## config.mk

```make
export PLATFORM = sky130hd
export DESIGN_NAME = alu_mc
export DESIGN_NICKNAME = d
export VERILOG_FILES = /design/src/rtl/alu_mc.sv
export SDC_FILE = /design/constraint.sdc
export NUM_CORES = 1
export LEC_CHECK = 0
export ABC_AREA = 0
export BUFFER_PORTS_ARGS = -buffer_cell sky130_fd_sc_hd__buf_2
export CAP_MARGIN = 20
export CORE_MARGIN = 1.5
export CORE_UTILIZATION = 64
export CTS_BUF_LIST = sky130_fd_sc_hd__clkbuf_4
export DETAILED_ROUTE_END_ITERATION = 6
export PLACE_DENSITY = 0.85
export REMOVE_ABC_BUFFERS = 1
export SYNTH_ARGS = -nofsm -noshare
export SYNTH_HDL_FRONTEND = slang
export SYNTH_SLANG_ARGS = --single-unit
```

## constraint.sdc

```tcl
create_clock -name clk -period 2.2 [get_ports clk]
set_input_delay 0.33 -clock clk [delete_from_list [all_inputs] [get_ports clk]]
set_output_delay 0.33 -clock clk [all_outputs]
set_load 0.01 [all_outputs]
```

## src/rtl/alu_mc.sv

```systemverilog
// alu_mc: multi-cycle ALU with a handshaked, registered output.
// Single-cycle ops take one cycle. The optional iterative multiplier (opcode 1110)
// is built only when the macro ALU_MUL_EN is defined. Without it, 1110 acts as an
// undefined opcode.
module alu_mc #(
  parameter int WIDTH = 32
) (
  input  logic             clk,
  input  logic             rst,
  input  logic             in_valid,
  output logic             in_ready,
  input  logic [WIDTH-1:0] op1,
  input  logic [WIDTH-1:0] op2,
  input  logic [3:0]       alu_op,
  output logic             out_valid,
  input  logic             out_ready,
  output logic [WIDTH-1:0] result,
  output logic             zero,
  output logic             ovf
);

  localparam int SHW = $clog2(WIDTH);

  localparam logic [3:0] OP_AND = 4'b0000;
  localparam logic [3:0] OP_OR  = 4'b0001;
  localparam logic [3:0] OP_ADD = 4'b0010;
  localparam logic [3:0] OP_SUB = 4'b0110;
  localparam logic [3:0] OP_SLT = 4'b0111;
  localparam logic [3:0] OP_LSR = 4'b1000;
  localparam logic [3:0] OP_LSL = 4'b1001;
  localparam logic [3:0] OP_ASR = 4'b1010;
  localparam logic [3:0] OP_XOR = 4'b1101;
`ifdef ALU_MUL_EN
  localparam logic [3:0] OP_MUL = 4'b1110;
  // One extra count beyond the last iteration moves the accumulator to the output
  localparam logic [SHW:0] MUL_LAST = (SHW+1)'(WIDTH);
`endif

  typedef enum logic [1:0] {
    S_IDLE,
    S_DONE
`ifdef ALU_MUL_EN
    , S_MUL
`endif
  } state_t;

  state_t           state_q;
  logic             out_valid_q;
  logic [WIDTH-1:0] result_q;
  logic             zero_q;
  logic             ovf_q;

`ifdef ALU_MUL_EN
  logic [WIDTH-1:0] mul_a_q;
  logic [WIDTH-1:0] mul_b_q;
  logic [WIDTH-1:0] mul_acc_q;
  logic [SHW:0]     mul_cnt_q;
`endif

  logic signed [WIDTH-1:0] op1_s;
  logic signed [WIDTH-1:0] op2_s;
  logic        [WIDTH-1:0] add_res;
  logic        [WIDTH-1:0] sub_res;
  logic        [SHW-1:0]   shamt;
  logic        [WIDTH-1:0] res_d;
  logic                    ovf_d;
  logic                    accept;

  assign op1_s   = op1;
  assign op2_s   = op2;
  assign add_res = op1 + op2;
  assign sub_res = op1 - op2;
  assign shamt   = op2[SHW-1:0];

  assign in_ready  = (state_q == S_IDLE) || ((state_q == S_DONE) && out_ready);
  assign accept    = in_valid && in_ready;
  assign out_valid = out_valid_q;
  assign result    = result_q;
  assign zero      = zero_q;
  assign ovf       = ovf_q;

  // Single-cycle result and signed-overflow for the incoming opcode
  always_comb begin
    res_d = '0;
    ovf_d = 1'b0;
    case (alu_op)
      OP_AND: res_d = op1 & op2;
      OP_OR:  res_d = op1 | op2;
      OP_ADD: begin
        res_d = add_res;
        ovf_d = (op1[WIDTH-1] == op2[WIDTH-1]) && (add_res[WIDTH-1] != op1[WIDTH-1]);
      end
      OP_SUB: begin
        res_d = sub_res;
        ovf_d = (op1[WIDTH-1] != op2[WIDTH-1]) && (sub_res[WIDTH-1] != op1[WIDTH-1]);
      end
      OP_SLT: res_d = {{(WIDTH-1){1'b0}}, (op1_s < op2_s)};
      OP_LSR: res_d = op1 >> shamt;
      OP_LSL: res_d = op1 << shamt;
      OP_ASR: res_d = $unsigned(op1_s >>> shamt);
      OP_XOR: res_d = op1 ^ op2;
      default: begin
        res_d = '0;
        ovf_d = 1'b0;
      end
    endcase
  end

  // Control FSM with registered outputs and multiply sequencing
  always_ff @(posedge clk or posedge rst) begin
    if (rst) begin
      state_q     <= S_IDLE;
      out_valid_q <= 1'b0;
      result_q    <= '0;
      zero_q      <= 1'b0;
      ovf_q       <= 1'b0;
`ifdef ALU_MUL_EN
      mul_a_q     <= '0;
      mul_b_q     <= '0;
      mul_acc_q   <= '0;
      mul_cnt_q   <= '0;
`endif
    end else begin
      case (state_q)
        S_IDLE, S_DONE: begin
          if (accept) begin
`ifdef ALU_MUL_EN
            if (alu_op == OP_MUL) begin
              state_q     <= S_MUL;
              out_valid_q <= 1'b0;
              mul_a_q     <= op1;
              mul_b_q     <= op2;
              mul_acc_q   <= '0;
              mul_cnt_q   <= '0;
            end else
`endif
            begin
              state_q     <= S_DONE;
              out_valid_q <= 1'b1;
              result_q    <= res_d;
              zero_q      <= (res_d == '0);
              ovf_q       <= ovf_d;
            end
          end else if ((state_q == S_DONE) && out_ready) begin
            state_q     <= S_IDLE;
            out_valid_q <= 1'b0;
          end
        end
`ifdef ALU_MUL_EN
        S_MUL: begin
          if (mul_cnt_q == MUL_LAST) begin
            state_q     <= S_DONE;
            out_valid_q <= 1'b1;
            result_q    <= mul_acc_q;
            zero_q      <= (mul_acc_q == '0);
            ovf_q       <= 1'b0;
          end else begin
            if (mul_b_q[0]) mul_acc_q <= mul_acc_q + mul_a_q;
            mul_a_q   <= mul_a_q << 1;
            mul_b_q   <= mul_b_q >> 1;
            mul_cnt_q <= mul_cnt_q + 1'b1;
          end
        end
`endif
        default: begin
          state_q     <= S_IDLE;
          out_valid_q <= 1'b0;
        end
      endcase
    end
  end

endmodule

```

==> results of run 1 <==
-- Yosys cell counts (19+ instances only) --
cell type and n:
o211ai_1 31, mux2_2 27, nand3_1 35, a211oi_1 25, dfrtp_1 35, o21ai_1 19, nand2b_1 21, buf_2 27
nand2_1 173, o31ai_1 19, ha_1 98, inv_1 85, o21ai_0 81, a221oi_1 23, a31oi_1 26, mux2i_1 58
mux4_2 63, clkbuf_1 95, a21oi_1 114, nor2_1 121, nor3_1 38, nor4_1 20
-- metrics by stage --
stage / std cells / setup slack, ns
after floorplan: 1437 / -1.58
after global placement: 2362 / -1.70
after detailed placement: 2362 / -1.81
-- kinds of logic after synthesis --
logic type      count (synthesis)  share of synthesized area, %
simple gates                  519                          21.4
compound gates                517                          30.0
buf+inv                       243                          8.91
mux                           158                          20.5
fa+ha+maj                     100                          10.7
flops                          35                          7.41
xor+xnor                       14                          1.04
==> run_results.csv, run 1 <==
group,metric,value,unit
run_status,outcome,"did not finish",
run_status,haltStage,"4_1_cts",
run_status,error,"[ERROR DPL-0038] Utilization greater than 100%, impossible to legalize",
synthesis,netlist_instances,1586,
synthesis,synth_cell_type_count,100,
clocking,cts_sinks,35,
floorplanning,ios,108,
synthesis,syn-cell-area,11800,µm²
synthesis,async_reset_ff_share,100,%
clocking,cts_setup_buffers,59,
clocking,cts_made_buffers,5,
synthesis,synth.avg_cell_area,7.45,µm²
clocking,cts_root_buffer,"clkbuf_4",
placed_design,postPlaceCellArea,16500,µm²
synthesis,synth_top_cell_area_share,12.0,%
floorplanning,rows,49,
synthesis,synth-seq-cells,35,
synthesis,synth_area_leaders,"mux4_2 (12%), ha_1 (10%), dfrtp_1 (7.4%)",
placed_design,io_buffers,107,
synthesis,synth_edf_count,0,
clocking,cts_resized,304,
synthesis,synth_top_area_cell,"mux4_2",
clocking,clock_path_buffers,2,
floorplanning,start_util,65.5,%
clocking,ctsHoldBuffers,0,
floorplanning,die_height,139,µm
clocking,cts_max_level,2,
synthesis,synth_warnings,0,
synthesis,ys.flop_type,"dfrtp_1",
floorplanning,die_w,139,µm
synthesis,ys_seq_area_share,7.41,%
placed_design,dpl.hpwl,52500,µm
placed_design,place_congestion,1.34,
==> run 2: changes to the inputs <==
- CORE_UTILIZATION: 64 -> 40
- CTS_BUF_LIST: sky130_fd_sc_hd__clkbuf_4 -> unset
- PLACE_DENSITY: 0.85 -> unset
- PLACE_DENSITY_LB_ADDON: unset -> 0.15
==> run_results.csv, run 2 <==
group,metric,value,unit
routing,drt-initial-drc-count,1868,
power,finalPower,6.86,mW
timing,fmax,279,MHz
placed_design,place_congestion,1.08,
timing,worst_slack,-1.38,ns
synthesis,synth_edf_count,0,
global_route,grt_pass1_vias,16198,
synthesis,synth_area_leaders,"mux4_2 (12%), ha_1 (10%), dfrtp_1 (7.4%)",
timing,finalMaxSlewViolations,0,
synthesis,synth_top_cell_area_share,12.0,%
power,peakVddDrop,0.294,mV
clocking,ctsHoldBuffers,0,
cells_and_area,multi_input_area,11500,µm²
routing,first_pass_iters,6,
worst_setup_path,cp.required,2.42,ns
synthesis,netlist_instances,1586,
run,maxCapViolCount,0,
clocking,insertion_delay,0.32,ns
placed_design,io_buffers,107,
timing,period_needed,3.58,ns
cells_and_area,area_growth,67.0,%
placed_design,dpl.hpwl,54100,µm
cells_and_area,stdcell_area,19700,µm²
clocking,cts_root_buffer,"clkbuf_16",
routing,wl_per_cell,26.2,µm
timing,worstMarginPinSlew,0.815,ns
floorplanning,die-area,30600,µm²
cells_and_area,largest_reg_flops,32,
placed_design,postPlaceCellArea,17100,µm²
worst_setup_path,r2r_start,"out_valid",
worst_hold_path,min_path_type,"input port to asynchronous set/reset pin",
timing,hold_viol,0,
synthesis,synthTopCellsByCount,"nand2_1 (173), nor2_1 (121), a21oi_1 (114), ha_1 (98), clkbuf_1 (95)",
clocking,cts_max_level,2,
timing,fin_skew,0.0131,ns
global_route,grt_start_max_net_pins,55,
synthesis,synth-seq-cells,35,
placed_design,dp_cells,2565,
clocking,cts_tree,"done",
cells_and_area,final_common_cell,"buf_4",
timing,maxSlewHeadroom,45.7,%
global_route,grt_pass1_wl,101000,µm
worst_setup_path,crit_type,"input port to register",
clocking,path_clk_slew,0.07,ns
cells_and_area,seq_area,876,µm²
worst_setup_path,arrival,3.80,ns
timing,period_share,163,%
timing,setup_viol,34,
routing,num_vias,16746,
floorplanning,start_util,40.9,%
synthesis,synth_cell_type_count,100,
run_status,failed_checks,"negative setup slack",
floorplanning,die_height,175,µm
synthesis,syn-cell-area,11800,µm²
worst_setup_path,slowest_delay,0.56,ns
worst_setup_path,path_cells,"buf_8, inv_4, ha_4, inv_2, fa_2, buf_6, nor3b_4, o31a_1, a211oi_2, mux2i_1, or4_4, nor4_2, and3_1, nand4b_1, and4bb_1, nand4_1, o31ai_1",
worst_setup_path,critPathLaunch,"op1[0]",
worst_setup_path,start_kind,"input port",
clocking,cts_made_buffers,5,
floorplanning,die_w,175,µm
timing,tns,-21.61,ns
run_status,outcome,"complete, but fails checks",
global_route,grt-ovfl-total,0,
timing,rsz0062_at_grt,"true",
synthesis,synth.avg_cell_area,7.45,µm²
power,total_leakage_power,8.94,nW
synthesis,ys.flop_type,"dfrtp_1",
global_route,grt_antenna_before_repair,0,
worst_setup_path,setup.worst_path.end_class,"register",
worst_setup_path,critPathMaxFanout,2,
global_route,grt.total_usage,43.4,%
synthesis,yosysMostFrequentCell,"nand2_1",
worst_setup_path,cpMaxStageDelayCell,"or4_4",
floorplanning,ios,108,
routing,ant_nets,0,
cells_and_area,final_cell_mix,"buf_4 (633), nand2_1 (169), nor2_1 (110), buf_2 (92), a21oi_1 (91)",
cells_and_area,postLayoutCoreUtil,68.3,%
cells_and_area,drive_above_1_share,52.0,%
cells_and_area,num_antenna_cells,0,
floorplanning,core_area,28900,µm²
synthesis,ys_seq_area_share,7.41,%
clocking,clock_path_buffers,2,
cells_and_area,final_nets,2419,
routing,viasPerCell,6.36,
timing,worst_hold_slack,0.0272,ns
synthesis,async_reset_ff_share,100,%
cells_and_area,fill_cells,2443,
routing,routed_wl,68900,µm
clocking,cts_sinks,35,
synthesis,synth_warnings,0,
floorplanning,rows,62,
placed_design,pre_cts_ws,-1.91,ns
synthesis,synth_top_area_cell,"mux4_2",
cells_and_area,final_cells,2631,
power,p_per_area,348,nW/µm²
routing,route.detailed.drc,0,
run 2: cell counts after synthesis:
Identical to the previous run, type by type.
run 2: layer usage:
layer | GRT usage, % | wire length (µm)
met1 | 57.7 | 27800
met2 | 68.5 | 30700
met3 | 6.98 | 6570
met4 | 21.0 | 3840
met5 | 0 | 0
run 2: layout make-up:
| type | count | share of cell area [%] |
|---|---|---|
| Clock buffer | 6 | 0.704 |
| Clock inverter | 1 | 0.0254 |
| Inverter | 94 | 1.99 |
| Multi-Input combinational cell | 1308 | 58.1 |
| Sequential cell | 35 | 4.44 |
| Tap cell | 384 | 2.44 |
| Timing Repair Buffer | 803 | 32.3 |
run 2: cell families (layout without fill, tap and decap cells):
family / Yosys count / after routing / share of synthesized area (%)
compound gates: 517 / 517 / 30.0
xor+xnor: 14 / 14 / 1.04
fa+ha+maj: 100 / 100 / 10.7
buf+inv: 243 / 904 / 8.91
flops: 35 / 35 / 7.41
mux: 158 / 158 / 20.5
simple gates: 519 / 519 / 21.4
run 2: power breakdown:
group          switching, mW  leakage, nW  total [mW]  internal [mW]
combinational           2.74         8.41        5.27           2.53
sequential            0.0516        0.449       0.805          0.754
clock                  0.339       0.0727       0.783          0.444
run 2: critical path: cells and delay by family:
| family | cells | cell delay (ns) |
|---|---|---|
| compound gates | 3 | 0.65 |
| mux | 1 | 0.11 |
| simple gates | 7 | 1.86 |
| buf+inv | 4 | 0.32 |
| fa+ha+maj | 2 | 0.52 |
run 2: repair_timing:
action,CTS,global route
cloned,3,1
resized for setup,258,180
pin swaps,71,88
endpoints found under the setup margin,34,34
buffers inserted,35,42
run 2: path summary, 6_finish.rpt:
check / endpoint / slack [ns] / depth (start not counted)
setup / recovery: zero / -1.38 / 17
hold / removal: result[2] / 0.03 / 2
setup reg to reg: zero / -0.22 / 10
hold reg to reg: result[16] / 0.47 / 2
max in group asynchronous: result[29] / 1.63 / 3
min in group clk: out_valid / 0.24 / 2
(Power assumes the default switching activity.)
